### config.mk
export PLATFORM = sky130hd
export DESIGN_NAME = vector_load_gather
export DESIGN_NICKNAME = d
export VERILOG_FILES = /design/src/rtl/vload_pkg.sv /design/src/rtl/vload_addr_gen.sv /design/src/rtl/vector_load_gather.sv
export SDC_FILE = /design/constraint.sdc
export NUM_CORES = 1
export LEC_CHECK = 0
export CORE_UTILIZATION = 35
export DETAILED_ROUTE_END_ITERATION = 6
export PLACE_DENSITY = 0.66
export SLEW_MARGIN = 20
export SYNTH_ARGS = -nofsm -noshare
export SYNTH_HDL_FRONTEND = slang
export SYNTH_HIERARCHICAL = 1
export SYNTH_SLANG_ARGS = --single-unit
export TNS_END_PERCENT = 10
### constraint.sdc
create_clock -name clk -period 16.9 [get_ports clk]
set_input_delay 3.38 -clock clk [delete_from_list [all_inputs] [get_ports clk]]
set_output_delay 3.38 -clock clk [all_outputs]
set_load 0.01 [all_outputs]
### src/rtl/vload_pkg.sv
// Shared types and constants for the vector-load gather stage.
//   vload_state_t : FSM encoding (IDLE, FETCH, DONE)
//   S/V/SIZE defaults : scalar width, vector width, ROM depth shared with the image ROM
//   calc_lanes / idx_width : derived lane count and lane-index width
package vload_pkg;

    typedef enum logic [1:0] {
        IDLE  = 2'd0,
        FETCH = 2'd1,
        DONE  = 2'd2
    } vload_state_t;

    localparam int S_DEFAULT    = 32;
    localparam int V_DEFAULT    = 192;
    localparam int SIZE_DEFAULT = 30015;

    function automatic int calc_lanes(input int s, input int v);
        return v / s;
    endfunction

    function automatic int idx_width(input int lanes);
        return (lanes > 1) ? $clog2(lanes) : 1;
    endfunction

endpackage

### src/rtl/vload_addr_gen.sv
// Lane index counter and running-sum address generator.
//   clk, reset     : clock, async active-high reset
//   load           : accept a new request (latch base/stride, idx=0)
//   advance        : FETCH cycle; step to the next lane unless on the last one
//   base_addr      : lane-0 word address
//   stride         : per-lane address increment
//   mem_addr       : current lane address (wraps modulo 2^S), holds outside FETCH
//   lane_idx       : current lane index
//   last_lane      : current lane is LANES-1
//   oob_hit        : current address is beyond the ROM
module vload_addr_gen
    import vload_pkg::*;
#(
    parameter int S     = S_DEFAULT,
    parameter int LANES = 6,
    parameter int SIZE  = SIZE_DEFAULT,
    parameter int IDX_W = idx_width(LANES)
) (
    input  logic             clk,
    input  logic             reset,
    input  logic             load,
    input  logic             advance,
    input  logic [S-1:0]     base_addr,
    input  logic [S-1:0]     stride,
    output logic [S-1:0]     mem_addr,
    output logic [IDX_W-1:0] lane_idx,
    output logic             last_lane,
    output logic             oob_hit
);

    logic [IDX_W-1:0] idx_q, idx_d;
    logic [S-1:0]     addr_q, addr_d;
    logic [S-1:0]     stride_q, stride_d;

    always_comb begin
        idx_d    = idx_q;
        addr_d   = addr_q;
        stride_d = stride_q;
        if (load) begin
            idx_d    = '0;
            addr_d   = base_addr;
            stride_d = stride;
        end else if (advance && !last_lane) begin
            idx_d  = idx_q + 1'b1;
            // Running sum replaces base + idx*stride; natural S-bit wrap.
            addr_d = addr_q + stride_q;
        end
    end

    always_ff @(posedge clk or posedge reset) begin
        if (reset) begin
            idx_q    <= '0;
            addr_q   <= '0;
            stride_q <= '0;
        end else begin
            idx_q    <= idx_d;
            addr_q   <= addr_d;
            stride_q <= stride_d;
        end
    end

    assign mem_addr  = addr_q;
    assign lane_idx  = idx_q;
    assign last_lane = (idx_q == IDX_W'(LANES - 1));
    assign oob_hit   = (addr_q >= S'(SIZE));

endmodule

### src/rtl/vector_load_gather.sv
// Vector-load gather stage: fetches LANES strided words from the image ROM
// and packs them into one V-bit vector.
//   clk, reset : clock, async active-high reset
//   start      : request pulse, accepted only when not busy
//   base_addr  : lane-0 word address
//   stride     : address increment between lanes
//   mem_addr   : ROM address (combinational-read ROM)
//   mem_rd     : ROM data, only [S-1:0] used
//   vec_out    : gathered vector, lane i at [S*i +: S]
//   done       : one-cycle pulse, vec_out complete
//   busy       : FETCH in progress
//   oob        : some lane of the current request was out of bounds
//
// state | meaning
// IDLE  | waiting for start
// FETCH | one lane fetched per cycle
// DONE  | done pulse; start here chains straight into FETCH
module vector_load_gather
    import vload_pkg::*;
#(
    parameter int S    = S_DEFAULT,
    parameter int V    = V_DEFAULT,
    parameter int SIZE = SIZE_DEFAULT
) (
    input  logic         clk,
    input  logic         reset,
    input  logic         start,
    input  logic [S-1:0] base_addr,
    input  logic [S-1:0] stride,
    output logic [S-1:0] mem_addr,
    input  logic [V-1:0] mem_rd,
    output logic [V-1:0] vec_out,
    output logic         done,
    output logic         busy,
    output logic         oob
);

    localparam int LANES = calc_lanes(S, V);
    localparam int IDX_W = idx_width(LANES);

    vload_state_t     state_q, state_d;
    logic [V-1:0]     vec_q, vec_d;
    logic             oob_q, oob_d;
    logic             load;
    logic [IDX_W-1:0] lane_idx;
    logic             last_lane;
    logic             oob_hit;
    logic             unused_rd_hi;

    assign unused_rd_hi = ^mem_rd[V-1:S];

    vload_addr_gen #(
        .S     (S),
        .LANES (LANES),
        .SIZE  (SIZE),
        .IDX_W (IDX_W)
    ) u_addr_gen (
        .clk       (clk),
        .reset     (reset),
        .load      (load),
        .advance   (state_q == FETCH),
        .base_addr (base_addr),
        .stride    (stride),
        .mem_addr  (mem_addr),
        .lane_idx  (lane_idx),
        .last_lane (last_lane),
        .oob_hit   (oob_hit)
    );

    always_comb begin
        state_d = state_q;
        vec_d   = vec_q;
        oob_d   = oob_q;
        load    = 1'b0;
        case (state_q)
            IDLE, DONE: begin
                if (start) begin
                    load    = 1'b1;
                    vec_d   = '0;
                    oob_d   = 1'b0;
                    state_d = FETCH;
                end else begin
                    state_d = IDLE;
                end
            end
            FETCH: begin
                for (int i = 0; i < LANES; i++) begin
                    if (lane_idx == IDX_W'(i)) begin
                        vec_d[i*S +: S] = oob_hit ? '0 : mem_rd[S-1:0];
                    end
                end
                if (oob_hit) begin
                    oob_d = 1'b1;
                end
                if (last_lane) begin
                    state_d = DONE;
                end
            end
            default: state_d = IDLE;
        endcase
    end

    always_ff @(posedge clk or posedge reset) begin
        if (reset) begin
            state_q <= IDLE;
            vec_q   <= '0;
            oob_q   <= 1'b0;
        end else begin
            state_q <= state_d;
            vec_q   <= vec_d;
            oob_q   <= oob_d;
        end
    end

    assign vec_out = vec_q;
    assign oob     = oob_q;
    assign done    = (state_q == DONE);
    assign busy    = (state_q == FETCH);

endmodule
==> impl_metrics.tcl <==
set metrics [dict create \
    status "complete, no violations" \
    cp_max_fo 91 \
    pin_count 486 \
    insertion_delay_ps 570 \
    numCtsBuffers 29 \
    yosys_register_bits 262 \
    rrSetupSlack_ps 13460 \
    hold_ws_ps 512 \
    start_kind "input port" \
    antenna_left 0 \
    worstMarginPinSlew_ps 990 \
    cts_max_path_buffers 3 \
    critPathMaxStageDelay_ps 740 \
    antenna_cells 0 \
    synthDistinctLibCells 68 \
    cap_violations 0 \
    drt-wirelength-per-cell_um 19.4 \
    p_leak_uw 0.00789 \
    finalMaxSlewViolations 0 \
    cts_resized 0 \
    cts_hold_buf 0 \
    drc_errors 0 \
    grt_first_pass_wirelength_um 57400 \
    cts_htree_levels 1 \
    avgSynthCellArea_um2 10.9 \
    grt_max_degree 120 \
    syn_area_mm2 0.0125 \
    num_rows 68 \
    synth_nets 1441 \
    cts.sinks 262 \
    fin_setup_tns_ps 0 \
    fin_skew_ps 26.7 \
    vias 9799 \
    drive_gt1_share_pct 8.53 \
    final_nets 1748 \
    grt_pass1_vias 9773 \
    fill_cells 3165 \
    fin_crit_ps 5830 \
    hpwl_um 25700 \
    start_util_pct 35.9 \
    synth_top_cell_by_area "dfrtp_1" \
    relSlewSlack_pct 34.0 \
    via_per_inst 5.07 \
    grt_usage_pct 20.3 \
    rsz0062_at_grt "no" \
    die_width_um 191 \
    power_density_mw_per_mm2 157 \
    path_cells "clkdlybuf4s50_1, nand2b_4, inv_2, buf_4, inv_1, nand2_1, nor4_1, a311oi_1" \
    drtPass1Iterations 5 \
    hp-class "reg2reg" \
    crit_required_ps 17370 \
    die_h_um 191 \
    cpMaxStageDelayCell "buf_4" \
    gr-total-overflow 0 \
    place.gp.congestion 0.825 \
    ys_async_sr_fraction_pct 100 \
    worstSetupEndpointType "flop" \
    finalWirelength_um 37400 \
    ir_drop_mv 0.115 \
    dieArea_mm2 0.0365 \
    io_buffers 325 \
    max_freq_mhz 172 \
    cts.reportedPaths.clkPinSlew_ps 60 \
    hold_viol 0 \
    cts_tree "done" \
    synthTopCellsByCount "nand2_1, dfrtp_1, mux2i_1" \
    crit_type "in2reg" \
    post-cts-setup-buffers 0 \
    synthCells 1148 \
    post-synth-top-count-cell "nand2_1" \
    synth-seq-area-share_pct 52.5 \
    ys_top_cells_by_area "dfrtp_1, mux2i_1, nand2_1" \
    setup_viol 0 \
    drtIter0Drc 652 \
    antenna_found_initial 0 \
    ctsRootBufferMaster "clkbuf_16" \
    syn2layout_area_growth_pct 37.2 \
    ys.warnings.count 6 \
    core_mm2 0.0348 \
    synth_top_area_share_pct 52.5 \
    timing.final.crit_share_pct 34.5 \
    cp.arrival_ps 6300 \
    synthFlopType "dfrtp_1" \
    synth_edf_count 0 \
]
[state kept, by name (all words and copies together), names as in the netlist]
signal and flops:
oob 1, state_q 2, u_addr_gen/lane_idx 3, u_addr_gen/mem_addr 32, u_addr_gen/stride_q 32, vec_out 192
[placed cells by master (no fill, tap or decap), drive strengths merged, types with 4 or more instances in the layout]
cell / count
o21a: 7
a211oi: 7
dfrtp: 262
inv: 15
clkinv: 7
ha: 33
mux2: 33
a21o: 12
nor4: 8
mux2i: 198
clkdlybuf4s50: 325
xor2: 11
a21oi: 53
clkbuf: 42
nor3: 7
nor2: 25
buf: 14
o21ai: 45
o21bai: 6
xnor2: 13
nand2: 274
nand3: 12
and3: 8
a31oi: 4
nor2b: 5
and2: 5
[metal layers]
layer  routed length [um]  up-vias  track usage [%]
li1                     -     4600                -
met1                16700     4780             27.8
met2                16600      349             31.8
met3                 2940       70             4.17
met4                 1160        0             7.14
met5                    0        -                0
[final cells by class]
cell class	count	area (um2)	area share, %
repair buffers	339	3380	19.7
clock buffers	42	865	5.04
multi-input cells	810	5600	32.7
clock inverters	11	120	0.700
well taps	455	569	3.32
flip-flops and latches	262	6560	38.2
inverters	13	56.3	0.328
[stage by stage]
step,util [%],instance area (um2),std cells,setup slack [ps],power (uW)
after floorplan,-,12500,1148,8210,1710
after global placement,46.4,16100,1878,10490,2030
after detailed placement,46.4,16100,1878,10450,2040
after CTS,49.2,17100,1931,11080,2710
after global routing,49.3,17100,1932,10840,2880
final,49.3,17100,1932,11070,2700
[critical path: cells and delay by family]
kind                   cells  cell delay, ps
buffers and inverters      4            1920
and+or+nand+nor            3             700
AOI/OAI and AO/OA          1             250
[power by group]
part / internal [uW] / switching, uW / leakage [uW]
registers: 720 / 94.8 / 0.00352
logic: 542 / 693 / 0.00388
clock network: 385 / 262 / 0.000492
total: 1650 / 1050 / 0.00789
[logic make-up after synthesis]
kind of cell / Yosys count / share of synthesized area [%]
and+or+nand+nor: 362 / 12.5
DFF: 262 / 52.5
muxes: 231 / 18.8
AOI/OAI and AO/OA: 159 / 8.09
buffers and inverters: 76 / 2.98
adders and majority gates: 34 / 3.46
xor gates and xnor gates: 24 / 1.68
[final timing paths]
| check | start | end | depth (start not counted) |
|---|---|---|---|
| max | start | u_addr_gen/mem_addr[24]$_DFFE_PP0P_ | 8 |
| min | oob$_DFFE_PP0P_ | oob$_DFFE_PP0P_ | 1 |
| max reg2reg | u_addr_gen/mem_addr[27]$_DFFE_PP0P_ | vec_out[51]$_DFFE_PP0P_ | 8 |
| min reg2reg | oob$_DFFE_PP0P_ | oob$_DFFE_PP0P_ | 1 |
| max in group asynchronous | reset | vec_out[190]$_DFFE_PP0P_ | 4 |
| min in group asynchronous | reset | vec_out[172]$_DFFE_PP0P_ | 2 |
Note: power is estimated with default switching activity, not from simulation.
